## config.mk

```make
export PLATFORM = sky130hd
export DESIGN_NAME = reg_scoreboard
export DESIGN_NICKNAME = d
export VERILOG_FILES = /design/src/rtl/reg_scoreboard_pkg.sv /design/src/rtl/scb_entry.sv /design/src/rtl/reg_scoreboard.sv
export SDC_FILE = /design/constraint.sdc
export NUM_CORES = 1
export LEC_CHECK = 0
export CAP_MARGIN = 20
export CORE_ASPECT_RATIO = 0.75
export CORE_MARGIN = 8
export CORE_UTILIZATION = 45
export CTS_BUF_LIST = sky130_fd_sc_hd__clkbuf_8 sky130_fd_sc_hd__clkbuf_16
export CTS_CLUSTER_DIAMETER = 30
export DETAILED_ROUTE_END_ITERATION = 16
export PLACE_DENSITY = 0.74
export SYNTH_ARGS = -nofsm -noshare
export SYNTH_HDL_FRONTEND = slang
export SYNTH_SLANG_ARGS = --single-unit
```

## constraint.sdc

```tcl
create_clock -name clk -period 3.3 [get_ports clk]
set_input_delay 0.66 -clock clk [delete_from_list [all_inputs] [get_ports clk]]
set_output_delay 0.66 -clock clk [all_outputs]
set_load 0.02 [all_outputs]
```

## src/rtl/reg_scoreboard_pkg.sv

```systemverilog
// Shared constants and types for the register write scoreboard.
// Per-register pending-write counters are driven by a small operation code.
package reg_scoreboard_pkg;

  localparam int SCB_NUM_REGS = 32;
  localparam int SCB_CNT_W    = 2;
  localparam int SCB_ADDR_W   = 5;

  localparam logic [SCB_ADDR_W-1:0] SCB_REG0 = 5'd0;

  typedef enum logic [1:0] {
    SCB_HOLD = 2'd0,
    SCB_INC  = 2'd1,
    SCB_DEC  = 2'd2,
    SCB_CLR  = 2'd3
  } scb_op_e;

endpackage

```

## src/rtl/scb_entry.sv

```systemverilog
// One pending-write counter: saturating inc/dec with a sticky error flag.
// Overflow and underflow hold the count and latch err.
module scb_entry
  import reg_scoreboard_pkg::*;
#(
  parameter int CNT_W = SCB_CNT_W
) (
  input  logic             clk,
  input  logic             reset,
  input  scb_op_e          op,
  output logic [CNT_W-1:0] cnt,
  output logic             nonzero,
  output logic             err
);

  localparam logic [CNT_W-1:0] CNT_MAX = '1;

  always_ff @(posedge clk) begin
    if (reset) begin
      cnt <= '0;
      err <= 1'b0;
    end else begin
      unique case (op)
        SCB_CLR: cnt <= '0;
        SCB_INC: begin
          if (cnt == CNT_MAX) err <= 1'b1;
          else                cnt <= cnt + CNT_W'(1);
        end
        SCB_DEC: begin
          if (cnt == '0) err <= 1'b1;
          else           cnt <= cnt - CNT_W'(1);
        end
        default: ;
      endcase
    end
  end

  assign nonzero = |cnt;

endmodule

```

## src/rtl/reg_scoreboard.sv

```systemverilog
// Tracks in-flight register writes between ID issue and WB retire and
// raises a read-after-write stall to ID while a source has a pending writer.
module reg_scoreboard
  import reg_scoreboard_pkg::*;
#(
  parameter int NUM_REGS      = SCB_NUM_REGS,
  parameter int CNT_W         = SCB_CNT_W,
  parameter int RETIRE_BYPASS = 1
) (
  input  logic                  clk,
  input  logic                  reset,
  input  logic                  flush,
  input  logic                  issue_valid,
  input  logic                  issue_we,
  input  logic [SCB_ADDR_W-1:0] issue_waddr,
  input  logic                  rs_used,
  input  logic [SCB_ADDR_W-1:0] rs_addr,
  input  logic                  rt_used,
  input  logic [SCB_ADDR_W-1:0] rt_addr,
  input  logic                  retire_valid,
  input  logic                  retire_we,
  input  logic [SCB_ADDR_W-1:0] retire_waddr,
  output logic                  stall,
  output logic [NUM_REGS-1:0]   busy_vec,
  output logic                  err
);

  logic                  issue_evt;
  logic                  retire_evt;
  logic [NUM_REGS-1:1]   issue_hit;
  logic [NUM_REGS-1:1]   retire_hit;
  logic [NUM_REGS-1:1]   err_vec;
  scb_op_e               entry_op [NUM_REGS-1:1];
  logic [CNT_W-1:0]      cnt      [NUM_REGS];
  logic                  hazard_rs;
  logic                  hazard_rt;

  // Flush wins; a simultaneous issue and retire on one register cancel out.
  function automatic scb_op_e op_sel(input logic clr, input logic inc, input logic dec);
    if (clr)        return SCB_CLR;
    if (inc && !dec) return SCB_INC;
    if (dec && !inc) return SCB_DEC;
    return SCB_HOLD;
  endfunction

  // A last pending writer retiring this cycle is written through the regfile.
  function automatic logic hazard(input logic                  used,
                                  input logic [SCB_ADDR_W-1:0] addr,
                                  input logic [CNT_W-1:0]      c,
                                  input logic                  r_evt,
                                  input logic [SCB_ADDR_W-1:0] r_addr);
    logic h;
    h = used && (addr != SCB_REG0) && (c != '0);
    if ((RETIRE_BYPASS != 0) && r_evt && (r_addr == addr) && (c == CNT_W'(1)))
      h = 1'b0;
    return h;
  endfunction

  assign issue_evt  = issue_valid  & issue_we  & (issue_waddr  != SCB_REG0);
  assign retire_evt = retire_valid & retire_we & (retire_waddr != SCB_REG0);

  always_comb begin
    issue_hit  = '0;
    retire_hit = '0;
    for (int i = 1; i < NUM_REGS; i++) begin
      issue_hit[i]  = issue_evt  && (issue_waddr  == SCB_ADDR_W'(i));
      retire_hit[i] = retire_evt && (retire_waddr == SCB_ADDR_W'(i));
      entry_op[i]   = op_sel(flush, issue_hit[i], retire_hit[i]);
    end
  end

  assign cnt[0]      = '0;
  assign busy_vec[0] = 1'b0;

  for (genvar i = 1; i < NUM_REGS; i++) begin : g_entry
    scb_entry #(
      .CNT_W (CNT_W)
    ) u_entry (
      .clk     (clk),
      .reset   (reset),
      .op      (entry_op[i]),
      .cnt     (cnt[i]),
      .nonzero (busy_vec[i]),
      .err     (err_vec[i])
    );
  end

  assign hazard_rs = hazard(rs_used, rs_addr, cnt[rs_addr], retire_evt, retire_waddr);
  assign hazard_rt = hazard(rt_used, rt_addr, cnt[rt_addr], retire_evt, retire_waddr);
  assign stall     = hazard_rs | hazard_rt;
  assign err       = |err_vec;

endmodule

```

# Word-level counts from Yosys, hierarchy flattened
# Index checks and enable logic that the tools add are counted.
[op_classes]
n_reduce_logical = 387
muxes = 506
add_sub_neg = 62
n_eq_ne = 314
magnitude_cmp = 2
bitwise = 7
[ops]
columns = ["cell", "count"]
rows = [
  ["2-bit two-way mux", 222],
  ["1-bit two-way mux", 220],
  ["2-bit == test, second input constant", 93],
  ["2-bit case mux with 3 select lines", 31],
  ["3-bit AND reduction", 62],
  ["5-bit == test, second input constant", 32],
  ["1-bit logical AND", 132],
  ["2-bit by 1-bit != test with 1-bit output, second input constant", 62],
  ["2-bit != test, second input constant", 62],
  ["3-bit nonzero test", 31],
  ["5-bit by 4-bit == test with 1-bit output, second input constant", 16],
  ["2-bit by 1-bit == test with 1-bit output, second input constant", 33],
  ["2-bit nonzero test", 33],
  ["2-bit by 1-bit adder with 2-bit output, second input constant", 31],
  ["1-bit logical NOT", 62],
  ["2-bit logical NOT", 31],
  ["1-bit case mux with 2 select lines", 31],
  ["2-bit OR reduction", 31],
  ["2-bit by 1-bit subtractor with 2-bit output, second input constant", 31],
  ["5-bit by 3-bit == test with 1-bit output, second input constant", 8],
  ["31-bit OR reduction", 1],
  ["2-bit binary-select mux with 5-bit select", 2],
  ["5-bit by 2-bit == test with 1-bit output, second input constant", 4],
  ["5-bit nonzero test", 4],
  ["6 further kinds", 13],
]
[totals]
elab_cells = 1340
output_inout_bits = 34
reg_bits = 93
in_bits = 29

# Depth between registers and ports, before layout
[depth]
depth_word = 15
ltp_mapped = 15
ltp_nobuf = 13

# By module
# From an unflattened synthesis, not the netlist that was laid out.
[unflattened]
hier_cells = 1075
area_unflattened_um2 = 9401.5
[modules_own_cells]
columns = ["module", "area_per_inst_um2", "instances", "seq_area_each_um2", "cells_per_inst"]
rows = [
  ["scb_entry (g_entry[10].u_entry ...)", 220.2, 20, 60.1, 24],
  ["scb_entry (g_entry[29].u_entry ...)", 236.5, 11, 60.1, 26],
  ["reg_scoreboard", 2396.0, 1, 0.0, 309],
]

# Worst setup path after synthesis
# Ideal clock, no wire load.
[synth_timing]
path_type = "input to output"
startpoint = "input rt_addr[1]"
endpoint = "output stall"
stages = 7
required_ps = 2640
path_slack_ps = 543
arrival_time_ps = 2097
n_path_buf = 1
cell_sequence = "clkbuf_1 > mux4_2 > nor2b_1 > nor3_1 > a211o_1 > nand3_1 > nand4_1"
[synth_between]
elab_chain_cells = 8
word_cells_on_any_way = 14
classes_between = "eq/ne (2); mux (4); bitwise (2); reduce/logical (6)"
[synth_lines]
columns = ["item", "line_no", "text"]
rows = [
  ["start, declared", "reg_scoreboard.sv:19", "input logic [SCB_ADDR_W-1:0] rt_addr,"],
  ["5-bit NOT with 6-bit output (not written as such)", "reg_scoreboard.sv:89", "assign hazard_rt = hazard(rt_used, rt_addr, cnt[rt_addr], retire_evt, retire_waddr);"],
  ["2-bit binary-select mux with 5-bit select", "reg_scoreboard.sv:89", ""],
  ["2-bit two-way mux (not written as such) (2 in a row)", "reg_scoreboard.sv:89", ""],
  ["2-bit by 1-bit == test with 1-bit output or 2-bit nonzero test (tied branches)", "reg_scoreboard.sv:54, reg_scoreboard.sv:53", ""],
  ["1-bit logical AND (on tied branches)", "reg_scoreboard.sv:54, reg_scoreboard.sv:53", ""],
  ["1-bit two-way mux (*)", "reg_scoreboard.sv:54", "if ((RETIRE_BYPASS != 0) && r_evt && (r_addr == addr) && (c == CNT_W'(1)))"],
  ["1-bit OR (*)", "reg_scoreboard.sv:90", "assign stall = hazard_rs | hazard_rt;"],
  ["end, declared", "reg_scoreboard.sv:23", "output logic stall,"],
]
# Mark *: on every way between the ends. The rest lies on a longest branch, timed or not. The select of a mux whose other input is x is not followed.

# Worst setup path after layout
[layout_timing]
startpoint = "input rt_addr[0]"
endpoint = "output stall"
# Same word-level chain as after synthesis.

==> summary.md <==
| Metric | Value |
|---|---|
| Final setup viols | 0 |
| Clock transition at path regs | roughly 0.070 ns |
| Htree depth | 3 |
| Avg Vias per Cell | 5.830 |
| Initial antenna violation count | 0 |
| Tcrit/Tclk final | 96.43% |
| Power Density | between 300 and 400 nW/um^2 |
| Cell Count, Final, Fillers Out | 1,558 |
| Leakage | 4.680 nW |
| Crit path DAT | between 2 and 3 ns |
| Dpl hpwl | around 21 mm |
| CP Capture Type | primary output |
| Worst-Skew Late Latency | approximately 0.36 ns |
| Synth top area cells | dfxtp_1 (20%), ha_1 (13%), nor2_1 (7.4%) |
| IO Pins | 63 |
| # diodes | 0 |
| Die area | 25,540 sq um |
| Switching share of power | about a third |
| Max cap viols | 0 |
| Fin worst setup slack | around 0.12 ns |
| Final hold violation count | 0 |
| NetSw | 1.271 mW |
| First-pass GRT wire length | 43.19 mm |
| Min Hold Slack | 0.4730 ns |
| CP peak stage delay | ~0.57 ns |
| Max Freq | approximately 310 MHz |
| Relative slew slack | between 50% and 60% |
| RSZ-0062 raised after global routing | false |
| Main synth FF type | dfxtp_1 |
| Fin util | 52.75% |
| Inserted Clock Buffers | 9 |
| Hold WC Path Type | reg -> reg |
| Fin nets | 1,417 |
| Mapped cell area | around 9300 sq um |
| Clock sinks | 93 |
| Initial DRC Count | 970 |
| Combinational share of power | roughly 33% |
| Ys async rst share | 0% |
| Count of pins over their slew limit | 0 |
| Crit Path Max Fanout | 8 |
| CP max-delay cell | mux4_1 |
| CP Data Required Time | between 2 and 3 ns |
| Register share of total power | 37.8% |
| Drc violations | 0 |
| Post-synth EDFFs | 0 |
| Outcome | finished clean |
| Overall Global Routing Usage | 20.99% |
| CTS tree | done |
| Post-placement worst setup slack | -0.5460 ns |
| Detailed Routing Iterations Pass 1 | 5 |
| Cts hold-fix bufs | 0 |
| CP Cell Sequence | dlygate4sd2_1 > buf_12 > mux4_1 > a211oi_1 > a21oi_1 > a32oi_1 > nand4_1 > buf_6 |
| Placer congestion estimate | 0.9172 |
| FF+latch count, synth | 93 |
| Share of the synthesized area in the top cell type | 20.05% |
| I/O Buffers | slightly above 60 |
| Synth-to-layout area growth | 15.12% |
| Num rows | 45 |
| Setup Skew | 0.006987 ns |
| Cell with the most instances after synthesis | nor2_1 |
| Tightest Pin Transition | 0.6509 ns |
| Yosys warning count | 0 |
| Post-Syn Area per Cell | 7.490 sq um |
| GRT overflow | 0 |
| Synthesized net count | 1,362 |
| Area leader, netlist | dfxtp_1 |
| DIE HEIGHT | 140.4 um |
| Initial core utilization | 45.82% |
| Commonest cells in the netlist | nor2_1 (184), a21oi_1 (128), inv_1 (103) |
| Crit path time final | 3.182 ns |
| CTS root buf | clkbuf_16 |
| Peak supply drop | ~0.00023 V |
| Share of cells above drive strength 1 | 17.92% |
| Final ANT Viol Nets | 0 |
| Number of library cell types mapped by synthesis | 55 |
| Fillers | 1,878 |
| WS Path Type | in -> out |
| Clk pwr share | about 29% |
| Die width | 181.9 um |
| Sequential share of the synthesized area | 20.05% |
| Vias | 9,083 |
| Cells after Synth | 1,240 |
| Core Region | 20,270 sq um |
| Placed instance count | 1,539 |
| Clock Tree Buf Depth | 2 |
| Critical Path Source Type | primary input |
| Avg WL per Cell | 17.53 um |
| Fin Setup TNS | 0 ns |
| Pint | between 2 and 2.5 mW |
| Number of global-route vias before repair | 8,139 |
| Final WL | 27.32 mm |
| Largest net degree at the start of global routing | 39 |
==> cells by family (layout without fill, tap and decap cells) <==
kind of cell	Yosys count	in the layout	share of synthesized area [%]
adders and majority gates	93	93	12.53
xor gates and xnor gates	25	25	2.358
buffers and inverters	213	273	10.66
other	1	1	0.04038
muxes	41	41	7.652
DFF	93	93	20.05
and+or+nand+nor	453	453	23.45
AOI/OAI and AO/OA	321	321	23.27
==> cell usage in the layout (no fill, tap or decap), drive strengths merged, types with 7 or more instances in the layout <==
cell type / synthesis / final
or2: 37 / 37
o22ai: 14 / 14
a31o: 56 / 56
nor2b: 33 / 33
o22a: 7 / 7
a21o: 17 / 17
clkbuf: 44 / 12
a2111oi: 19 / 19
a222oi: 8 / 8
nor2: 186 / 186
xnor2: 20 / 20
buf: 66 / 95
a221oi: 9 / 9
a31oi: 25 / 25
ha: 93 / 93
dfxtp: 93 / 93
nor4b: 15 / 15
nor3: 30 / 30
a21oi: 128 / 128
inv: 103 / 104
mux4: 22 / 22
nand2: 91 / 91
o31ai: 7 / 7
o21ai: 12 / 12
clkdlybuf4s50: 0 / 49
nor4: 17 / 17
mux2i: 14 / 14
nand2b: 25 / 25
==> critical path: cells and delay by family <==
kind	cells	cell delay (ns)
AO/OA/AOI/OAI	3	0.53
buffers and inverters	3	0.56
multiplexers	1	0.57
AND/OR/NAND/NOR	1	0.18
==> power groups by stage <==
stage / clock network, mW / logic (mW) / registers [mW]
after CTS: 1.06 / 1.19 / 1.36
after global routing: 1.10 / 1.33 / 1.38
final: 1.04 / 1.21 / 1.37
after detailed placement: 0 / 1.18 / 1.38
after global placement: 0 / 1.15 / 1.38
after floorplan: 0 / 0.920 / 1.28
==> path summary, 6_finish.rpt <==
| path | cells past startpoint | end | startpoint | slack [ns] |
|---|---|---|---|---|
| max | 8 | stall | rt_addr[0] | 0.12 |
| min | 2 | g_entry[12].u_entry.err | g_entry[12].u_entry.err | 0.47 |
| max reg2reg | 6 | g_entry[29].u_entry.err | g_entry[29].u_entry.cnt[0] | 1.74 |
| min reg2reg | 2 | g_entry[12].u_entry.err | g_entry[12].u_entry.err | 0.47 |
==> routing by layer <==
layer,track usage [%],up-vias,routed length [um]
met5,0,-,0
met4,4.735,0,361
met3,7.804,24,3191
met2,30.41,378,11180
met1,28.98,4243,12580
li1,-,4438,-
==> layout make-up <==
| type | instances | area (sq um) | share of cell area [%] |
|---|---|---|---|
| Multi-Input combinational cell | 934 | 6457 | 60.40 |
| Sequential cell | 93 | 1862 | 17.41 |
| Timing Repair Buffer | 154 | 1374 | 12.85 |
| Inverter | 103 | 386.6 | 3.616 |
| Tap cell | 258 | 322.8 | 3.019 |
| Clock buffer | 11 | 252.7 | 2.364 |
| Clock inverter | 5 | 36.28 | 0.3394 |
==> flip-flops by register name, indices dropped and copies added, names as in the netlist <==
signal	flops
g_entry.u_entry.err	31
g_entry.u_entry.cnt	62
==> what timing repair did <==
action	4_1_cts	5_1_grt
cloned	1	0
resized for setup	17	11
setup endpoints to repair	1	1
pin swaps	7	3
buffers inserted	2	0
==> per-stage QoR <==
stage	power, mW	cell area [sq um]
after global placement	2.530	10320
after CTS	3.613	10670
after floorplan	2.204	9288
after detailed placement	2.559	10320
final	3.616	10690
after global routing	3.804	10690
(Power assumes the default switching activity.)
